$ cat config.mk
export PLATFORM = sky130hd
export DESIGN_NAME = traffic_light_ctrl_flat
export DESIGN_NICKNAME = d
export VERILOG_FILES = /design/src/rtl/traffic_light_ctrl_if.sv /design/src/rtl/traffic_light_ctrl.sv /design/src/flat_wrapper.sv
export SDC_FILE = /design/constraint.sdc
export NUM_CORES = 1
export LEC_CHECK = 0
export CORE_MARGIN = 2
export CORE_UTILIZATION = 30
export CTS_CLUSTER_DIAMETER = 40
export DETAILED_ROUTE_END_ITERATION = 8
export SLEW_MARGIN = 20
export SYNTH_ARGS = -nofsm -noshare
export SYNTH_HDL_FRONTEND = slang
export SYNTH_SLANG_ARGS = --single-unit
export TNS_END_PERCENT = 5
$ cat constraint.sdc
create_clock -name clk_clk -period 3.59 [get_ports clk_clk]
set_input_delay 0.718 -clock clk_clk [delete_from_list [all_inputs] [get_ports clk_clk]]
set_output_delay 0.718 -clock clk_clk [all_outputs]
set_load 0.1 [all_outputs]
$ cat src/rtl/traffic_light_ctrl_if.sv
// Bundle of demand inputs and light/status outputs between the host side and the sequencer.
interface traffic_light_ctrl_if #(
    parameter int NUM_CH = 4
);
    logic [NUM_CH-1:0]   req;
    logic                night;
    logic [3*NUM_CH-1:0] tl_export;
    logic [2:0]          cur_ch;
    logic [7:0]          remain;
    logic [2:0]          state;
    logic                phase_done;

    modport master (
        output req, night,
        input  tl_export, cur_ch, remain, state, phase_done
    );

    modport slave (
        input  req, night,
        output tl_export, cur_ch, remain, state, phase_done
    );
endinterface

$ cat src/rtl/traffic_light_ctrl.sv
// Green -> yellow -> all-red sequencer over NUM_CH approaches with demand skip,
// night flash mode and a per-state tick countdown.
module traffic_light_ctrl #(
    parameter int NUM_CH   = 4,
    parameter int TICK_DIV = 50000000,
    parameter int GREEN_T  = 20,
    parameter int YELLOW_T = 3,
    parameter int ALLRED_T = 2
) (
    input  logic                 clk_clk,
    input  logic                 reset_reset_n,
    traffic_light_ctrl_if.slave  bus
);
    localparam int PW = (TICK_DIV > 1) ? $clog2(TICK_DIV) : 1;
    localparam int IW = (NUM_CH > 1) ? $clog2(NUM_CH) : 1;

    localparam logic [2:0] ST_ALLRED = 3'd0;
    localparam logic [2:0] ST_GREEN  = 3'd1;
    localparam logic [2:0] ST_YELLOW = 3'd2;
    localparam logic [2:0] ST_FLASH  = 3'd3;

    localparam logic [PW-1:0] PRESC_MAX = PW'(TICK_DIV - 1);
    localparam logic [PW-1:0] PRESC_ONE = PW'(1);
    localparam logic [7:0]    GREEN_LD  = 8'(GREEN_T);
    localparam logic [7:0]    YELLOW_LD = 8'(YELLOW_T);
    localparam logic [7:0]    ALLRED_LD = 8'(ALLRED_T);

    logic [2:0]          st;
    logic [2:0]          ch;
    logic [7:0]          rem;
    logic [PW-1:0]       presc;
    logic                flash_on;
    logic                pd;
    logic                tick;
    logic                expire;
    logic [3*NUM_CH-1:0] lights;

    assign tick   = (presc == PRESC_MAX);
    assign expire = tick && (rem == 8'd1);

    // Circular scan starting after cur; with no demand this degenerates to cur+1.
    function automatic logic [2:0] next_ch(input logic [2:0] cur, input logic [NUM_CH-1:0] r);
        logic [2:0] sel;
        logic       found;
        int         idx;
        sel   = (int'(cur) >= NUM_CH - 1) ? 3'd0 : cur + 3'd1;
        found = 1'b0;
        for (int i = 1; i <= NUM_CH; i++) begin
            idx = int'(cur) + i;
            if (idx >= NUM_CH) idx = idx - NUM_CH;
            if (!found && r[idx[IW-1:0]]) begin
                sel   = 3'(idx);
                found = 1'b1;
            end
        end
        return sel;
    endfunction

    always_ff @(posedge clk_clk or negedge reset_reset_n) begin
        if (!reset_reset_n) begin
            st       <= ST_ALLRED;
            rem      <= ALLRED_LD;
            presc    <= '0;
            ch       <= 3'(NUM_CH - 1);
            flash_on <= 1'b0;
            pd       <= 1'b0;
        end else begin
            pd    <= 1'b0;
            presc <= tick ? '0 : presc + PRESC_ONE;
            case (st)
                ST_GREEN: begin
                    // Night truncates green immediately; also covers normal expiry.
                    if (bus.night || expire) begin
                        st    <= ST_YELLOW;
                        rem   <= YELLOW_LD;
                        presc <= '0;
                        pd    <= 1'b1;
                    end else if (tick) begin
                        rem <= rem - 8'd1;
                    end
                end
                ST_YELLOW: begin
                    if (expire) begin
                        st    <= ST_ALLRED;
                        rem   <= ALLRED_LD;
                        presc <= '0;
                        pd    <= 1'b1;
                    end else if (tick) begin
                        rem <= rem - 8'd1;
                    end
                end
                ST_ALLRED: begin
                    if (expire) begin
                        presc <= '0;
                        pd    <= 1'b1;
                        if (bus.night) begin
                            st       <= ST_FLASH;
                            rem      <= 8'd0;
                            flash_on <= 1'b1;
                        end else begin
                            st  <= ST_GREEN;
                            rem <= GREEN_LD;
                            ch  <= next_ch(ch, bus.req);
                        end
                    end else if (tick) begin
                        rem <= rem - 8'd1;
                    end
                end
                ST_FLASH: begin
                    if (!bus.night) begin
                        st    <= ST_ALLRED;
                        rem   <= ALLRED_LD;
                        presc <= '0;
                        pd    <= 1'b1;
                    end else if (tick) begin
                        flash_on <= ~flash_on;
                    end
                end
                default: begin
                    st    <= ST_ALLRED;
                    rem   <= ALLRED_LD;
                    presc <= '0;
                end
            endcase
        end
    end

    // Lights decode purely from registered state, so no transient codes at edges.
    always_comb begin
        lights = '0;
        for (int k = 0; k < NUM_CH; k++) begin
            if (st == ST_FLASH)
                lights[3*k+1] = flash_on;
            else if (st == ST_GREEN && int'(ch) == k)
                lights[3*k] = 1'b1;
            else if (st == ST_YELLOW && int'(ch) == k)
                lights[3*k+1] = 1'b1;
            else
                lights[3*k+2] = 1'b1;
        end
    end

    assign bus.tl_export  = lights;
    assign bus.cur_ch     = ch;
    assign bus.remain     = rem;
    assign bus.state      = st;
    assign bus.phase_done = pd;
endmodule

$ cat src/flat_wrapper.sv
// flat-port wrapper written by rule: the top's interface ports become plain ports
module traffic_light_ctrl_flat 
#(
    parameter int NUM_CH   = 4,
    parameter int TICK_DIV = 50000000,
    parameter int GREEN_T  = 20,
    parameter int YELLOW_T = 3,
    parameter int ALLRED_T = 2
)
  (clk_clk, reset_reset_n, bus_req, bus_night, bus_tl_export, bus_cur_ch, bus_remain, bus_state, bus_phase_done);
  traffic_light_ctrl_if #(.NUM_CH(NUM_CH)) bus_i ();
  input  logic clk_clk;
  input  logic reset_reset_n;
  input wire logic [$bits(bus_i.req)-1:0] bus_req;
  input wire logic [$bits(bus_i.night)-1:0] bus_night;
  output wire logic [$bits(bus_i.tl_export)-1:0] bus_tl_export;
  output wire logic [$bits(bus_i.cur_ch)-1:0] bus_cur_ch;
  output wire logic [$bits(bus_i.remain)-1:0] bus_remain;
  output wire logic [$bits(bus_i.state)-1:0] bus_state;
  output wire logic [$bits(bus_i.phase_done)-1:0] bus_phase_done;
  assign bus_i.req = bus_req;
  assign bus_i.night = bus_night;
  assign bus_tl_export = bus_i.tl_export;
  assign bus_cur_ch = bus_i.cur_ch;
  assign bus_remain = bus_i.remain;
  assign bus_state = bus_i.state;
  assign bus_phase_done = bus_i.phase_done;
  traffic_light_ctrl #(.NUM_CH(NUM_CH), .TICK_DIV(TICK_DIV), .GREEN_T(GREEN_T), .YELLOW_T(YELLOW_T), .ALLRED_T(ALLRED_T)) u_core (.clk_clk(clk_clk), .reset_reset_n(reset_reset_n), .bus(bus_i));
endmodule
==> run_results.csv, run 1 <==
group,metric,value,unit
routing,avgRoutedWirePerCell,14.56,um
floorplanning,coreArea,9240,um2
run_status,outcome,"completed",
worst_setup_path,cp_max_fo,23,
synth,syn_nets,349,
worst_setup_path,cp-end-kind,"primary output",
clock_tree,cts_setup_buffers,0,
routing,first_pass_iters,4,
clock_tree,hold_buffers,0,
clock_tree,clock-sinks,41,
routing,wirelength,7075,um
synth,syn-cell-area,2870,um2
clock_tree,clk_pin_slew,0.08,ns
routing,vias_per_cell,5.272,
place,numPortBuffers,32,
floorplanning,die_y,101.8,um
clock_tree,cts_resized,0,
worst_setup_path,worstPathArrival,2.12,ns
final_layout,drive_gt1_frac,0.1232,
worst_setup_path,cp_cell_sequence,"clkinv_1, a21oi_1, inv_1, buf_4",
floorplanning,die_area,10370,um2
synth,syn_avg_cell_area,8.619,um2
clock_tree,clk_path_buf_depth,2,
final_layout,fin_nets,372,
timing,fmax,352.6,MHz
grt,gr-total-overflow,0,
routing,post-route-drc-count,0,
place,place.gp.congestion,0.8334,
worst_setup_path,cp-start-kind,"flop",
job,maxCapViolCount,0,
worst_setup_path,critical_path_buf_inv_count,3,
power_and_ir_drop,finalPower,0.001875,W
clock_tree,numCtsBuffers,5,
final_layout,fin_cells,486,
grt,grt_start_max_net_pins,42,
timing,worst_slew_pin_slew,0.9778,ns
floorplanning,ios,34,
synth,synth_edf_count,0,
grt,grt_pass1_vias,2391,
worst_setup_path,crit_type,"reg2out",
timing,max_slew_margin,0.3461,
synth,synth_top_cell_area_share,0.3313,
routing,drtAntennaViolNets,0,
timing,finalSetupViolCount,0,
synth,synth_area_leaders,"dfrtp_1, nor2_1, xor2_1",
floorplanning,initial_core_util,0.3106,
timing,rsz0062_at_grt,"no",
clock_tree,cts_htree_levels,2,
synth,synth_top_area_cell,"dfrtp_1",
grt,grt.total_usage,0.1411,
timing,min_period_over_period,0.7901,
timing,finClkSkew,0.008092,ns
power_and_ir_drop,p_per_area,563.5,nW/um2
power_and_ir_drop,vdd_drop_max,0.0005290,V
synth,synthCells,333,
floorplanning,die_width,101.8,um
final_layout,area_growth,15.95,%
synth,synth-seq-cells,41,
worst_setup_path,critPathMaxStageDelay,0.81,ns
final_layout,diodes,0,
worst_setup_path,crit_family,"flip-flops",
synth,seq_area_frac_synth,0.3588,
routing,num_vias,2562,
worst_setup_path,cp_data_required_time,2.87,ns
place,hpwl,5027,um
hold_path,min_path_type,"reg2reg",
timing,min_period,2.836,ns
clock_tree,root_buffer,"clkbuf_8",
final_layout,fillers,949,
synth,synth_cell_types,57,
grt,antenna_found_initial,0,
grt,grt_pass1_wl,11790,um
worst_setup_path,critPathSlowestCell,"dfrtp_1",
timing,drv_slew,0,
timing,final.setup.tns,0,ns
synth,ys_warn_count,0,
clock_tree,clk_latency,0.30,ns
synth,dominantRegCellSynth,"dfrtp_1",
synth,async_flop_share,1.000,
routing,drt_iter0_markers,105,
timing,finalHoldViolations,0,
floorplanning,core.rowCount,35,
place,post-place-cells,478,
clock_tree,cts_tree,"done",
power_and_ir_drop,leakage,1.377,nW
==> metrics by stage <==
stage | worst slack (ns) | area [um2] | util | hold slack (ns)
floorplan | -0.009691 | 2870 | - | 0.4224
global placement | 0.8787 | 3242 | 0.3508 | 0.4943
detailed placement | 0.8505 | 3242 | 0.3508 | 0.4991
CTS | 0.7659 | 3328 | 0.3602 | 0.5112
global route | 0.5531 | 3328 | 0.3602 | 0.5481
finish | 0.7536 | 3328 | 0.3602 | 0.5076
==> final cells by class <==
cell class,instances,area (um2),area share
clock buffers,5,68.82,0.02068
multi-input cells,261,1718,0.5162
inverters,14,52.55,0.01579
flip-flops and latches,41,1030,0.3094
clock inverters,3,17.52,0.005263
well taps,129,161.4,0.04850
repair buffers,33,280.3,0.08421
==> worst reg2reg max path, stage by stage, from the launching register on <==
cell and delay [ns]:
dfrtp_1 0.41, ha_1 0.30, nand2_1 0.13, nor4_2 0.52, nand4_1 0.48, a21oi_1 0.45
o32ai_1 0.15
==> cells by family after synthesis <==
| logic type | share of synthesized area |
|---|---|
| muxes | 0.03705 |
| and+or+nand+nor | 0.3152 |
| buffers and inverters | 0.04272 |
| AOI/OAI and AO/OA | 0.1325 |
| other | 0.001307 |
| xor gates and xnor gates | 0.07323 |
| DFF | 0.3588 |
| adders and majority gates | 0.03923 |
==> power breakdown <==
group          internal [W]  switching (W)  total [W]
Combinational      0.000238       0.000705   0.000943
Sequential         0.000518       0.000111   0.000629
Clock              0.000134       0.000169   0.000303
Total              0.000891       0.000984    0.00188
==> cell usage after synthesis, types with 2 or more instances <==
cell	number
nand4b_1	3
a21oi_1	18
a2bb2oi_1	2
o32ai_1	3
a41oi_1	3
o21ai_0	9
nand2_1	26
xnor2_1	10
nand2b_1	2
nor4_2	2
nor2b_1	2
nand3b_1	3
and2_1	2
a31oi_1	11
o31ai_1	2
ha_1	9
or4b_2	2
xor2_1	14
mux2i_1	5
o21a_1	4
nor4b_1	4
and3_1	12
nor4_1	3
dfstp_2	3
nor3_1	7
nand3_1	16
buf_2	2
or4_1	3
mux4_2	2
dfrtp_1	38
inv_1	12
nor2_1	39
nand4_1	18
clkbuf_1	13
and4_1	6
o211ai_1	2
==> registers in the layout, indices dropped and copies added (netlist names) <==
| name | flops |
|---|---|
| u_core.bus.remain | 8 |
| u_core.bus.state | 2 |
| u_core.bus.phase_done | 1 |
| u_core.bus.cur_ch | 3 |
| u_core.flash_on | 1 |
| u_core.presc | 26 |
==> worst paths after layout <==
| path | startpoint | to | slack [ns] | cells after the start |
|---|---|---|---|---|
| worst min register to register | u_core.presc[0] | u_core.presc[0] | 0.51 | 1 |
| worst max register to register | u_core.presc[0] | u_core.bus.remain[2] | 1.03 | 6 |
| max in group asynchronous | reset_reset_n | u_core.bus.remain[2] | 2.45 | 1 |
| worst max-delay path | u_core.bus.state[0] | bus_tl_export[8] | 0.75 | 4 |
| min in group asynchronous | reset_reset_n | u_core.presc[17] | 0.56 | 1 |
| worst min-delay path | u_core.presc[0] | u_core.presc[0] | 0.51 | 1 |
==> placed cells by master (no fill, tap or decap), drive strengths merged, types with 3 or more instances in the layout <==
cell | netlist | layout
nor2 | 39 | 39
dfrtp | 38 | 38
nand2 | 26 | 26
buf | 4 | 19
a21oi | 18 | 18
nand4 | 18 | 18
nand3 | 17 | 17
xor2 | 14 | 14
clkdlybuf4s50 | 0 | 14
inv | 13 | 13
and3 | 12 | 12
a31oi | 11 | 11
xnor2 | 10 | 10
o21ai | 10 | 10
ha | 9 | 9
nor3 | 8 | 8
and4 | 6 | 6
mux2i | 5 | 5
clkbuf | 13 | 5
nor4 | 5 | 5
o21a | 4 | 4
nor4b | 4 | 4
or4 | 3 | 3
nand3b | 3 | 3
nand4b | 3 | 3
a41oi | 3 | 3
o32ai | 3 | 3
dfstp | 3 | 3
or4b | 3 | 3
clkinv | 1 | 3
==> metal layers <==
layer  up-vias  share of wire  GRT usage
met5         -              0          0
met4         0          0.011    0.03590
met3        10          0.042    0.02668
met2        52           0.45     0.2126
met1      1232           0.50     0.2090
li1       1268              -          -
(Power assumes the default switching activity.)
==> run 2, diff against run 1 <==
==> constraint.sdc (replaced) <==
create_clock -name clk_clk -period 2.4 [get_ports clk_clk]
set_input_delay 0.48 -clock clk_clk [delete_from_list [all_inputs] [get_ports clk_clk]]
set_output_delay 0.48 -clock clk_clk [all_outputs]
set_load 0.1 [all_outputs]
==> run_results.csv, run 2 (synthesized netlist as in run 1, its figures left out) <==
group,metric,value,unit
run_status,outcome,"completed",
routing,post-route-drc-count,0,
power_and_ir_drop,p_per_area,847.1,nW/um2
clock_tree,clk_path_buf_depth,2,
routing,drt_iter0_markers,141,
worst_setup_path,cp_data_required_time,1.92,ns
grt,gr-total-overflow,0,
final_layout,drive_gt1_frac,0.2597,
clock_tree,clk_pin_slew,0.10,ns
timing,rsz0062_at_grt,"yes",
floorplanning,die_area,10370,um2
power_and_ir_drop,vdd_drop_max,0.0006659,V
place,numPortBuffers,32,
routing,num_vias,2734,
timing,max_slew_margin,0.5600,
final_layout,fin_nets,400,
final_layout,regMostFlops,"u_core.presc",
timing,final.setup.tns,0,ns
floorplanning,coreArea,9240,um2
grt,antenna_found_initial,0,
clock_tree,cts_tree,"done",
floorplanning,die_y,101.8,um
final_layout,diodes,0,
final_layout,layout_common_cells,"buf_4, dfrtp_1, nor2_1",
clock_tree,clock-sinks,41,
worst_setup_path,crit_family,"flip-flops",
clock_tree,root_buffer,"clkbuf_8",
floorplanning,ios,34,
grt,grt.total_usage,0.1582,
job,maxCapViolCount,0,
floorplanning,die_width,101.8,um
timing,fmax,421.9,MHz
worst_setup_path,critPathSlowestCell,"dfstp_4",
floorplanning,core.rowCount,35,
worst_setup_path,crit_type,"reg2out",
grt,grt_start_max_net_pins,29,
timing,finClkSkew,0.01325,ns
timing,finalSetupViolCount,0,
routing,vias_per_cell,5.319,
final_layout,largest_reg_flops,26,
worst_setup_path,cp_max_fo,5,
place,hpwl,5860,um
final_layout,final_area,3812,um2
place,post-place-cells,505,
routing,first_pass_iters,4,
grt,grt_pass1_vias,2691,
timing,min_period,2.370,ns
worst_setup_path,critical_path_buf_inv_count,3,
final_layout,final_common_cell,"buf_4",
worst_setup_path,cp-end-kind,"primary output",
clock_tree,cts_htree_levels,2,
timing,finalHoldViolations,0,
worst_setup_path,cp-start-kind,"flop",
timing,drv_slew,0,
floorplanning,initial_core_util,0.3106,
worst_setup_path,worstPathArrival,1.89,ns
power_and_ir_drop,leakage,1.605,nW
final_layout,fin_cells,514,
place,place.gp.congestion,0.8471,
place,postPlaceCellArea,3652,um2
clock_tree,numCtsBuffers,5,
routing,avgRoutedWirePerCell,15.46,um
timing,worst_slew_pin_slew,0.6601,ns
routing,drtAntennaViolNets,0,
worst_setup_path,critPathMaxStageDelay,0.65,ns
timing,min_period_over_period,0.9877,
hold_path,min_path_type,"in2async",
routing,wirelength,7945,um
final_layout,area_growth,32.82,%
worst_setup_path,cp_cell_sequence,"inv_1, buf_4, ha_1, nand2_1, o21a_1, nor2_4, buf_12",
clock_tree,clk_latency,0.31,ns
grt,grt_pass1_wl,13170,um
[run 2: area by class of cell]
type	count	area, um2
clock buffer	5	68.82
clock inverter	3	46.29
fill	944	5428
inverter	14	60.06
multi-input combinational	261	1799
sequential	41	1042
tap	129	161.4
timing repair buffer	61	634.4
[run 2: what timing repair did]
| item | in CTS | in global routing |
|---|---|---|
| endpoints found under the hold margin | 0 | 0 |
| resized for setup | 5 | 3 |
| pin swaps | 0 | 0 |
| hold buffers | 0 | 0 |
| endpoints found under the setup margin | 5 | 7 |
| setup buffers | 1 | 0 |
[run 2: final timing paths]
| kind | start | end | slack [ns] | cells past startpoint |
|---|---|---|---|---|
| max reg2reg | u_core.presc[9] | u_core.bus.remain[6] | 0.09 | 5 |
| max in group asynchronous | reset_reset_n | u_core.bus.remain[1] | 1.52 | 2 |
| max | u_core.bus.cur_ch[0] | bus_tl_export[7] | 0.03 | 7 |
| min | reset_reset_n | u_core.presc[13] | 0.19 | 1 |
| min in group clk_clk | u_core.presc[0] | u_core.presc[0] | 0.51 | 1 |
| min reg2reg | u_core.presc[0] | u_core.presc[0] | 0.51 | 1 |
[run 2: power breakdown]
group | switching (W) | internal [W] | leakage (nW)
logic | 0.00118 | 0.000542 | 1.00
registers | 0.000143 | 0.000784 | 0.548
clock network | 0.000266 | 0.000312 | 0.0543
total | 0.00159 | 0.00164 | 1.61
[run 2: layer usage]
layer / global-route usage / up-vias / share of wire
met2: 0.2621 / 63 / 0.50
li1: - / 1332 / -
met3: 0.02326 / 7 / 0.038
met4: 0.03282 / 0 / 0.0076
met5: 0 / - / 0
met1: 0.2212 / 1332 / 0.46
[run 2: per-stage QoR]
stage | total power, W | hold WS [ns] | utilization | setup slack (ns)
final | 0.003230 | 0.1897 | 0.4126 | 0.02959
after global routing | 0.003397 | 0.2491 | 0.4126 | -0.04242
after CTS | 0.003238 | 0.2190 | 0.4110 | 0.02157
after detailed placement | 0.002650 | 0.4996 | 0.3953 | -0.01098
after global placement | 0.002639 | 0.4967 | 0.3953 | 0.003886
after floorplan | 0.002101 | 0.1844 | - | -0.2197
==> RTL change (config.mk and constraints of run 1) <==
`NUM_CH` is set to 4 in 3 places; all go to 8.
--- a/src/rtl/traffic_light_ctrl_if.sv
+++ b/src/rtl/traffic_light_ctrl_if.sv
@@ -1,6 +1,6 @@
 // Bundle of demand inputs and light/status outputs between the host side and the sequencer.
 interface traffic_light_ctrl_if #(
-    parameter int NUM_CH = 4
+    parameter int NUM_CH = 8
 );
     logic [NUM_CH-1:0]   req;
     logic                night;
--- a/src/rtl/traffic_light_ctrl.sv
+++ b/src/rtl/traffic_light_ctrl.sv
@@ -1,7 +1,7 @@
 // Green -> yellow -> all-red sequencer over NUM_CH approaches with demand skip,
 // night flash mode and a per-state tick countdown.
 module traffic_light_ctrl #(
-    parameter int NUM_CH   = 4,
+    parameter int NUM_CH   = 8,
     parameter int TICK_DIV = 50000000,
     parameter int GREEN_T  = 20,
     parameter int YELLOW_T = 3,
--- a/src/flat_wrapper.sv
+++ b/src/flat_wrapper.sv
@@ -1,7 +1,7 @@
 // flat-port wrapper written by rule: the top's interface ports become plain ports
 module traffic_light_ctrl_flat 
 #(
-    parameter int NUM_CH   = 4,
+    parameter int NUM_CH   = 8,
     parameter int TICK_DIV = 50000000,
     parameter int GREEN_T  = 20,
     parameter int YELLOW_T = 3,
Interface: changed (resized bus_req and bus_tl_export); port bits go from 34 to 50. No check against the original RTL was run, so the function may have changed too.
==> RTL change against run 1 <==
Register-to-register slack worse by 430 ps; cell area up 17%; via count up 12%; sequential cell count unchanged; area after synthesis up 13%; worst hold slack worse by 26 ps; sequential power down 9.5%; routed wire length up 8.8%; die area up 13%; setup slack worse by 160 ps; power down 20%; sequential share of layout area down 4.4 points; clock skew up 1.6 ps.
==> RTL change: results (changes against run 1) <==
<table>
<tr><th>Metric</th><th>Value</th></tr>
<tr><th colspan="2">Status</th></tr>
<tr><td>Run status</td><td>completed (unchanged)</td></tr>
<tr><th colspan="2">Place</th></tr>
<tr><td>Number of placed instances with taps included</td><td>547 (was 478)</td></tr>
<tr><td>Dpl ws</td><td>430 ps (was 850 ps)</td></tr>
<tr><td>Gpl congestion</td><td>0.881 (was 0.833)</td></tr>
<tr><td>Final HPWL from detailed placement</td><td>5810 µm (was 5030 µm)</td></tr>
<tr><th colspan="2">Power</th></tr>
<tr><td>Worst vdd ir</td><td>230 µV (was 529 µV)</td></tr>
<tr><th colspan="2">Global routing</th></tr>
<tr><td>Met2 layer usage reported by global route</td><td>22.6% (was 21.3%)</td></tr>
<tr><td>All-layer global routing usage</td><td>13.4% (was 14.1%)</td></tr>
<tr><td>GR Layer Usage met1</td><td>18.5% (was 20.9%)</td></tr>
<tr><td>Number of global-route vias before repair</td><td>2721 (was 2391)</td></tr>
<tr><td>Global-route wire length before repair</td><td>12900 µm (was 11800 µm)</td></tr>
<tr><th colspan="2">Setup path</th></tr>
<tr><td>CP top delay family</td><td>compound AO/OA/AOI/OAI gates (was flip-flops)</td></tr>
<tr><td>Cell type of the slowest stage on the worst timing path</td><td>dfstp_2 (was dfrtp_1)</td></tr>
<tr><td>Worst R2R Setup Slack</td><td>600 ps (was 1030 ps)</td></tr>
<tr><td>Critical path arrival</td><td>3200 ps (was 2120 ps)</td></tr>
<tr><td>Critical path's largest stage delay</td><td>530 ps (was 810 ps)</td></tr>
<tr><td>Maximum fanout along the worst path</td><td>7 (was 23)</td></tr>
<tr><th colspan="2">Route</th></tr>
<tr><td>WL met1</td><td>3670 µm (was 3510 µm)</td></tr>
<tr><td>Met3 WL post-DR</td><td>269 µm (was 299 µm)</td></tr>
<tr><td>Overall routed net length</td><td>7700 µm (was 7080 µm)</td></tr>
<tr><td>DRC marker count from the first detailed-route iteration</td><td>169 (was 105)</td></tr>
<tr><th colspan="2">Cells and area</th></tr>
<tr><td>Fillcell total</td><td>1070 (was 949)</td></tr>
<tr><td>Layout cell share with drive strength beyond 1</td><td>17.9% (was 12.3%)</td></tr>
<tr><th colspan="2">Timing</th></tr>
<tr><td>Post-route clock skew</td><td>9.66 ps (was 8.09 ps)</td></tr>
<tr><td>Worst Tran Pin Value</td><td>979 ps (was 978 ps)</td></tr>
<tr><th colspan="2">Synthesis</th></tr>
<tr><td>Sequential cell area fraction in the yosys report</td><td>31.7% (was 35.9%)</td></tr>
</table>
RTL change: power groups by stage:
stage	Sequential [mW]	Clock (mW)	Combinational, mW
floorplan	0.625	0	0.377
CTS	0.568	0.393	0.554
global placement	0.575	0	0.547
global route	0.578	0.413	0.596
finish	0.569	0.383	0.552
detailed placement	0.576	0	0.551
RTL change: worst max path at each step:
stage               depth (start not counted)            startpoint              endpoint  slack, ps
floorplan                                   3   u_core.bus.state[0]     bus_tl_export[20]       -510
global placement                            8            bus_req[4]  u_core.bus.cur_ch[0]        480
detailed placement                          8            bus_req[4]  u_core.bus.cur_ch[0]        430
CTS                                         6  u_core.bus.cur_ch[0]     bus_tl_export[23]        600
global route                                9  u_core.bus.cur_ch[0]  u_core.bus.cur_ch[2]        460
finish                                      9  u_core.bus.cur_ch[0]  u_core.bus.cur_ch[2]        600
RTL change: through the flow:
step	power (mW)	area, µm²	util, %	hold WS [ps]
5_1_grt	1.59	3880	37.3	537
6_report	1.50	3880	37.3	481
3_3_place_gp	1.12	3770	36.2	475
2_1_floorplan	1.00	3250	-	422
3_5_place_dp	1.13	3770	36.2	475
4_1_cts	1.51	3880	37.3	484
RTL change: area by class of cell:
type                       count  share of cell area (%)
multi-input combinational    301                    53.3
sequential                    41                    26.5
timing repair buffer          53                    11.3
tap                          136                    4.38
clock buffer                   7                    2.22
inverter                      16                    1.55
clock inverter                 1                   0.773
RTL change: cells by family (layout without fill, tap and decap cells):
kind of cell               Yosys count  after routing  share of synthesized area (%)
buffers and inverters               32             77                           4.62
DFF                                 41             41                           31.7
other                                1              1                          0.115
and+or+nand+nor                    164            164                           24.5
AOI/OAI and AO/OA                   65             65                           13.2
muxes                               31             31                           13.5
adders and majority gates           15             15                           5.54
xor gates and xnor gates            25             25                           6.74
